<file path="src/rtl/drfm_pkg.sv">
`default_nettype none
// ============================================================================
// Module   : drfm_pkg
// Brief    : Shared widths, defaults and state type for the PWM sample feeder.
// Revision : 1.0
// ============================================================================
package drfm_pkg;

  localparam int SAMPLE_W   = 8;
  localparam int PWM_PERIOD = 256;

  typedef enum logic [1:0] {
    IDLE = 2'd0,
    REQ  = 2'd1,
    RECV = 2'd2
  } feeder_state_t;

endpackage
`default_nettype wire

</file>
<file path="src/rtl/pwm_sample_feeder_if.sv">
`default_nettype none
// ============================================================================
// Module   : pwm_sample_feeder_if
// Brief    : SDRAM read-port and PWM-side signals of the sample feeder.
// Revision : 1.0
// ============================================================================
interface pwm_sample_feeder_if
  import drfm_pkg::*;
#(
  parameter int DEPTH = 16
) ();

  logic                    enable;
  logic                    rd_req;
  logic                    rd_ack;
  logic                    rd_valid;
  logic [SAMPLE_W-1:0]     rd_data;
  logic [SAMPLE_W-1:0]     sample;
  logic                    sample_strobe;
  logic                    underflow;
  logic                    overflow;
  logic [$clog2(DEPTH):0]  level;

  // slave: the feeder itself; master: controller / PWM environment
  modport slave (
    input  enable, rd_ack, rd_valid, rd_data,
    output rd_req, sample, sample_strobe, underflow, overflow, level
  );

  modport master (
    output enable, rd_ack, rd_valid, rd_data,
    input  rd_req, sample, sample_strobe, underflow, overflow, level
  );

endinterface
`default_nettype wire

</file>
<file path="src/rtl/sample_fifo.sv">
`default_nettype none
// ============================================================================
// Module   : sample_fifo
// Brief    : Synchronous sample FIFO with registered read data on pop.
// Revision : 1.0
// ============================================================================
module sample_fifo
  import drfm_pkg::*;
#(
  parameter int DEPTH = 16
) (
  input  wire                       clk,
  input  wire                       rst_n,
  input  wire                       i_push,
  input  wire  [SAMPLE_W-1:0]       i_din,
  input  wire                       i_pop,
  output logic [SAMPLE_W-1:0]       o_dout,
  output logic                      o_full,
  output logic                      o_empty,
  output logic [$clog2(DEPTH):0]    o_level
);

  localparam int c_aw = $clog2(DEPTH);
  localparam int c_lw = c_aw + 1;

  logic [SAMPLE_W-1:0] r_mem [DEPTH];
  logic [c_aw-1:0]     r_wr_ptr;
  logic [c_aw-1:0]     r_rd_ptr;
  logic [c_lw-1:0]     r_level;
  logic [SAMPLE_W-1:0] r_dout;
  logic                w_do_push;
  logic                w_do_pop;

  assign o_empty   = (r_level == '0);
  assign o_full    = (r_level == c_lw'(DEPTH));
  assign w_do_pop  = i_pop & ~o_empty;
  // A pop in the same cycle frees the slot, so a push into a full FIFO is kept.
  assign w_do_push = i_push & (~o_full | w_do_pop);

  always_ff @(posedge clk) begin
    if (w_do_push) begin
      r_mem[r_wr_ptr] <= i_din;
    end
  end

  always_ff @(posedge clk or negedge rst_n) begin
    if (!rst_n) begin
      r_wr_ptr <= '0;
      r_rd_ptr <= '0;
      r_level  <= '0;
      r_dout   <= '0;
    end else begin
      if (w_do_push) begin
        r_wr_ptr <= r_wr_ptr + 1'b1;
      end
      if (w_do_pop) begin
        r_rd_ptr <= r_rd_ptr + 1'b1;
        r_dout   <= r_mem[r_rd_ptr];
      end
      if (w_do_push && !w_do_pop) begin
        r_level <= r_level + 1'b1;
      end else if (w_do_pop && !w_do_push) begin
        r_level <= r_level - 1'b1;
      end
    end
  end

  assign o_dout  = r_dout;
  assign o_level = r_level;

endmodule
`default_nettype wire

</file>
<file path="src/rtl/pwm_sample_feeder.sv">
`default_nettype none
// ============================================================================
// Module   : pwm_sample_feeder
// Brief    : Burst-refilled sample buffer feeding one sample per PWM period.
// Revision : 1.0
// ============================================================================
module pwm_sample_feeder
  import drfm_pkg::*;
#(
  parameter int DEPTH     = 16,
  parameter int BURST_LEN = 8,
  parameter int PERIOD    = PWM_PERIOD
) (
  input  wire                 CLK,
  input  wire                 reset_n,
  pwm_sample_feeder_if.slave  bus
);

  localparam int c_cnt_w  = $clog2(PERIOD);
  localparam int c_lvl_w  = $clog2(DEPTH) + 1;
  localparam int c_beat_w = (BURST_LEN > 1) ? $clog2(BURST_LEN) : 1;
  localparam logic [c_lvl_w-1:0] c_req_thresh = c_lvl_w'(DEPTH - BURST_LEN);

  feeder_state_t       r_state;
  feeder_state_t       w_state_nxt;
  logic [c_cnt_w-1:0]  r_cnt;
  logic [c_beat_w-1:0] r_beats;
  logic                r_strobe;
  logic                r_underflow;
  logic                r_overflow;
  logic                w_bnd;
  logic                w_pop;
  logic                w_full;
  logic                w_empty;
  logic                w_rd_req;
  logic                w_beat_last;
  logic [c_lvl_w-1:0]  w_level;
  logic [SAMPLE_W-1:0] w_sample;

  assign w_bnd       = bus.enable && (r_cnt == c_cnt_w'(PERIOD - 1));
  assign w_pop       = w_bnd && !w_empty;
  assign w_beat_last = bus.rd_valid && (r_beats == c_beat_w'(BURST_LEN - 1));

  // The FIFO read register is the duty sample: it updates on the wrap edge.
  sample_fifo #(
    .DEPTH (DEPTH)
  ) u_fifo (
    .clk     (CLK),
    .rst_n   (reset_n),
    .i_push  (bus.rd_valid),
    .i_din   (bus.rd_data),
    .i_pop   (w_pop),
    .o_dout  (w_sample),
    .o_full  (w_full),
    .o_empty (w_empty),
    .o_level (w_level)
  );

  always_ff @(posedge CLK or negedge reset_n) begin
    if (!reset_n) begin
      r_cnt       <= '0;
      r_strobe    <= 1'b0;
      r_underflow <= 1'b0;
      r_overflow  <= 1'b0;
    end else begin
      r_cnt       <= (!bus.enable || w_bnd) ? '0 : r_cnt + 1'b1;
      r_strobe    <= w_pop;
      r_underflow <= r_underflow | (w_bnd & w_empty);
      r_overflow  <= r_overflow | (bus.rd_valid & w_full & ~w_pop);
    end
  end

  always_ff @(posedge CLK or negedge reset_n) begin
    if (!reset_n) begin
      r_state <= IDLE;
      r_beats <= '0;
    end else begin
      r_state <= w_state_nxt;
      if (r_state == RECV && bus.rd_valid) begin
        r_beats <= w_beat_last ? '0 : r_beats + 1'b1;
      end
    end
  end

  // Threshold only checked in IDLE, so a single burst is outstanding at most.
  always_comb begin
    w_state_nxt = r_state;
    w_rd_req    = 1'b0;
    case (r_state)
      IDLE: begin
        if (w_level <= c_req_thresh) begin
          w_state_nxt = REQ;
        end
      end
      REQ: begin
        w_rd_req = 1'b1;
        if (bus.rd_ack) begin
          w_state_nxt = RECV;
        end
      end
      RECV: begin
        if (w_beat_last) begin
          w_state_nxt = IDLE;
        end
      end
      default: w_state_nxt = IDLE;
    endcase
  end

  assign bus.rd_req        = w_rd_req;
  assign bus.sample        = w_sample;
  assign bus.sample_strobe = r_strobe;
  assign bus.underflow     = r_underflow;
  assign bus.overflow      = r_overflow;
  assign bus.level         = w_level;

endmodule
`default_nettype wire

</file>
<file path="src/flat_wrapper.sv">
// flat-port wrapper written by rule: the top's interface ports become plain ports
module pwm_sample_feeder_flat import drfm_pkg::*;
#(
  parameter int DEPTH     = 16,
  parameter int BURST_LEN = 8,
  parameter int PERIOD    = PWM_PERIOD
)
  (CLK, reset_n, bus_enable, bus_rd_ack, bus_rd_valid, bus_rd_data, bus_rd_req, bus_sample, bus_sample_strobe, bus_underflow, bus_overflow, bus_level);
  pwm_sample_feeder_if #(.DEPTH(DEPTH)) bus_i ();
  input  wire CLK;
  input  wire reset_n;
  input wire logic [$bits(bus_i.enable)-1:0] bus_enable;
  input wire logic [$bits(bus_i.rd_ack)-1:0] bus_rd_ack;
  input wire logic [$bits(bus_i.rd_valid)-1:0] bus_rd_valid;
  input wire logic [$bits(bus_i.rd_data)-1:0] bus_rd_data;
  output wire logic [$bits(bus_i.rd_req)-1:0] bus_rd_req;
  output wire logic [$bits(bus_i.sample)-1:0] bus_sample;
  output wire logic [$bits(bus_i.sample_strobe)-1:0] bus_sample_strobe;
  output wire logic [$bits(bus_i.underflow)-1:0] bus_underflow;
  output wire logic [$bits(bus_i.overflow)-1:0] bus_overflow;
  output wire logic [$bits(bus_i.level)-1:0] bus_level;
  assign bus_i.enable = bus_enable;
  assign bus_i.rd_ack = bus_rd_ack;
  assign bus_i.rd_valid = bus_rd_valid;
  assign bus_i.rd_data = bus_rd_data;
  assign bus_rd_req = bus_i.rd_req;
  assign bus_sample = bus_i.sample;
  assign bus_sample_strobe = bus_i.sample_strobe;
  assign bus_underflow = bus_i.underflow;
  assign bus_overflow = bus_i.overflow;
  assign bus_level = bus_i.level;
  pwm_sample_feeder #(.DEPTH(DEPTH), .BURST_LEN(BURST_LEN), .PERIOD(PERIOD)) u_core (.CLK(CLK), .reset_n(reset_n), .bus(bus_i));
endmodule
</file>
<file path="config.mk">
export PLATFORM = sky130hd
export DESIGN_NAME = pwm_sample_feeder_flat
export DESIGN_NICKNAME = d
export VERILOG_FILES = /design/src/rtl/drfm_pkg.sv /design/src/rtl/pwm_sample_feeder_if.sv /design/src/rtl/sample_fifo.sv /design/src/rtl/pwm_sample_feeder.sv /design/src/flat_wrapper.sv
export SDC_FILE = /design/constraint.sdc
export NUM_CORES = 1
export LEC_CHECK = 0
export CAP_MARGIN = 40
export CORE_MARGIN = 1.5
export CORE_UTILIZATION = 55
export CTS_BUF_LIST = sky130_fd_sc_hd__clkbuf_8
export DETAILED_ROUTE_END_ITERATION = 8
export GPL_ROUTABILITY_DRIVEN = 0
export GPL_TIMING_DRIVEN = 0
export PLACE_DENSITY = 0.73
export SLEW_MARGIN = 20
export SYNTH_ARGS = -nofsm -noshare
export SYNTH_HDL_FRONTEND = slang
export SYNTH_SLANG_ARGS = --single-unit
</file>
<file path="constraint.sdc">
create_clock -name CLK -period 3.07 [get_ports CLK]
set_clock_uncertainty 0.05 [all_clocks]
set_input_delay 0.614 -clock CLK [delete_from_list [all_inputs] [get_ports CLK]]
set_output_delay 0.614 -clock CLK [all_outputs]
set_load 0.02 [all_outputs]
</file>
==> results by group <==
Setup path
  • WP data required: 3390 ps
  • R2R depth: 12
  • Startpoint Class: primary input
  • Slowest stage cell, crit path: clkdlybuf4s50_1
  • CP startpoint: bus_enable
  • Capture point of the worst reg-to-reg path: u_core.u_fifo.o_level[4]$_DFFE_PN0P_
  • Kind of critical path: primary input to register
  • Worst EP arrival: 3220 ps
  • Flop-to-flop setup slack: 220 ps
  • Crit path to: u_core.u_fifo.o_level[4]$_DFFE_PN0P_
  • Worst path cell trace: clkdlybuf4s50_1 -> and4_2 -> nand2_4 -> nor2_4 -> buf_8 -> inv_2 -> ha_1 -> inv_2 -> ha_1 -> a21o_1 -> a21oi_1 -> mux2i_1 -> xnor2_1
  • Crit end category: register
  • Crit-path max FO: 10
  • Critical R2R Launch: u_core.u_fifo.o_level[2]$_DFFE_PN0P_
  • Crit path largest cell delay: 530 ps

Timing
  • RSZ-0062 raised after global routing: false
  • Post-route clock period utilization: 94.3%
  • Slew HR: 44.4%
  • Setup TNS: 0 ps
  • Achievable frequency: 345 MHz
  • Hold Violations, Final: 0
  • # setup viols final: 0
  • Slew Viols, Final: 0
  • WHS: 416 ps
  • Least-Margin Pin Slew: 830 ps
  • Final worst setup slack: 176 ps
  • Fin crit period: 2890 ps

Detailed routing
  • Drt first pass iters: 4
  • ANT nets after route: 0
  • Residual DRC count: 0
  • Initial drt markers: 258
  • DR vias: 3,389
  • Routed vias/inst: 5.79
  • Post-Route WL: 12.1 mm
  • Wire per inst: 20.6 µm

Die
  • Die Width: 114 µm
  • Die Height: 114 µm
  • I/O pin count: 30
  • Core Rows: 40
  • Core Area: 12,000 µm²
  • Die area: 12,900 µm²
  • Starting Density: 56.3%

Yosys
  • FF+latch count, synth: 165
  • Gate Count Post-Synth: 374
  • Yosys warnings: 0
  • Synth area leader: edfxtp_1
  • Synth top area share: 57.1%
  • Mean area per synthesized cell: 18.0 µm²
  • Post-synth EDFFs: 128
  • Main flop type after synthesis: edfxtp_1
  • Asr flop ratio synth: 22.4%
  • Number of distinct library cells after synthesis: 43
  • Top post-synthesis cells by area: edfxtp_1, dfrtp_1, mux4_2
  • Mapped Area: 6730 µm²
  • Post-Syn Nets: 401
  • Sequential fraction of the synthesis area: 70.9%

Placed design
  • Setup WS pre-CTS: -565 ps
  • HPWL after DPL: 7.84 mm
  • Port Buffers: 29

Clocking
  • Htree depth: 4
  • Clock Latency Late Sink: 460 ps
  • CTS tree: done
  • Total CTS buffers: 17
  • CTS max path bufs: 2
  • CTS sink count: 165
  • Clock root buffer master: clkbuf_8
  • Clock transition at path regs: 80 ps

Final layout
  • ANT cells: 0
  • Commonest non-fill, non-tap cells in the layout: edfxtp_1, dfrtp_1, mux4_2
  • Net count of the finished layout: 452
  • Most common cell after layout, fill and taps aside: edfxtp_1
  • Layout cells sized above 1: 22.6%
  • Area delta synth->final: 14.2%

Power and ir drop
  • Leak pwr: 2.71 nW
  • Pwr/cell area: 687 nW/µm²
  • Total chip power: 5.28 mW
  • Peak VDD IR: 0.000413 V

Global route
  • Vias in the first global route: 3,422
  • Overall Global Routing Usage: 20.6%
  • First-pass GRT wire length: 18.7 mm
  • Global route overflow: 0
  • Largest net degree at the start of global routing: 32
  • Antenna violations before repair: 0

Flow run
  • Maxcap violations: 0

Run status
  • Status: finished, final reports clean

Hold path
  • HP Class: register to register
-- worst min path at each step --
stage,startpoint,to,cells after the start
finish,u_core.r_state[1]$_DFFE_PN0P_,u_core.r_state[0]$_DFFE_PN0P_,1
global route,u_core.bus.underflow$_DFF_PN0_,u_core.bus.underflow$_DFF_PN0_,1
detailed placement,u_core.r_state[1]$_DFFE_PN0P_,u_core.r_state[0]$_DFFE_PN0P_,1
floorplan,reset_n,u_core.bus.overflow$_DFF_PN0_,0
CTS,u_core.r_state[1]$_DFFE_PN0P_,u_core.r_state[0]$_DFFE_PN0P_,1
global placement,u_core.r_state[1]$_DFFE_PN0P_,u_core.r_state[0]$_DFFE_PN0P_,1
-- final cells by class --
cell class	instances	area, µm²
flip-flops and latches	165	4770
clock inverters	13	145
multi-input cells	182	1850
plain buffers	17	108
fillers	859	4280
clock buffers	19	262
repair buffers	32	323
well taps	147	184
inverters	10	37.5
-- cells by family (layout without fill, tap and decap cells) --
family | after synthesis | after routing | synth area share [%]
multiplexers | 43 | 43 | 12.4
XOR/XNOR | 16 | 16 | 2.08
AND/OR/NAND/NOR | 78 | 78 | 5.73
flip-flops | 165 | 165 | 70.9
adder cells (fa/ha/maj) | 14 | 14 | 2.71
buffers and inverters | 27 | 91 | 2.01
AO/OA/AOI/OAI | 31 | 31 | 4.20
-- where the power goes --
part | internal (mW) | switching [mW]
clock | 0.776 | 0.791
combinational | 0.361 | 0.513
sequential | 2.68 | 0.150
total | 3.82 | 1.45
-- sequential cells by signal, summed over array words and instances (netlist names), 2 cells and up --
| register | cells |
|---|---|
| u_core.u_fifo.r_mem | 128 |
| u_core.u_fifo.o_level | 5 |
| u_core.u_fifo.o_dout | 8 |
| u_core.u_fifo.r_rd_ptr | 4 |
| u_core.r_beats | 3 |
| u_core.r_cnt | 8 |
| u_core.r_state | 2 |
| u_core.u_fifo.r_wr_ptr | 4 |
-- metal layers --
metal	share of wire, %	up-vias	GRT usage (%)
li1	-	1550	-
met1	41	1714	27.2
met3	7.0	14	6.59
met2	50	111	32.7
met5	0	-	0
met4	1.6	0	7.17
-- synth_stat cells, types with 4 or more instances --
cell      instances
nor3_1            6
nand2_1          17
nand2b_1          4
a221oi_2          8
xnor2_1          11
nand3_1           5
inv_1             9
buf_2             6
ha_1             13
edfxtp_1        128
dfrtp_1          37
mux2i_1           9
nor2_1           30
o22ai_1           8
mux4_2           32
xor2_1            5
buf_1             4
-- worst max-delay path, delay by kind of cell --
family / cells / cell delay (ps)
AND/OR/NAND/NOR: 3 / 510
XOR/XNOR: 1 / 140
buffers and inverters: 4 / 860
multiplexers: 1 / 250
AO/OA/AOI/OAI: 2 / 340
adder cells (fa/ha/maj): 2 / 490
-- what timing repair did --
action,4_1_cts,5_1_grt
hold buffers,1,0
hold endpoints to repair,6,0
pin swaps,0,3
endpoints found under the setup margin,1,1
buffers inserted,0,1
gates resized for setup,2,7
-- metrics by stage --
step,cells,utilization [%],instance area (µm²)
floorplan,374,-,6730
global placement,550,60.2,7200
detailed placement,551,60.5,7240
CTS,584,64.0,7660
global route,585,64.2,7680
finish,585,64.2,7680
Power figures use the tool's default switching activity.
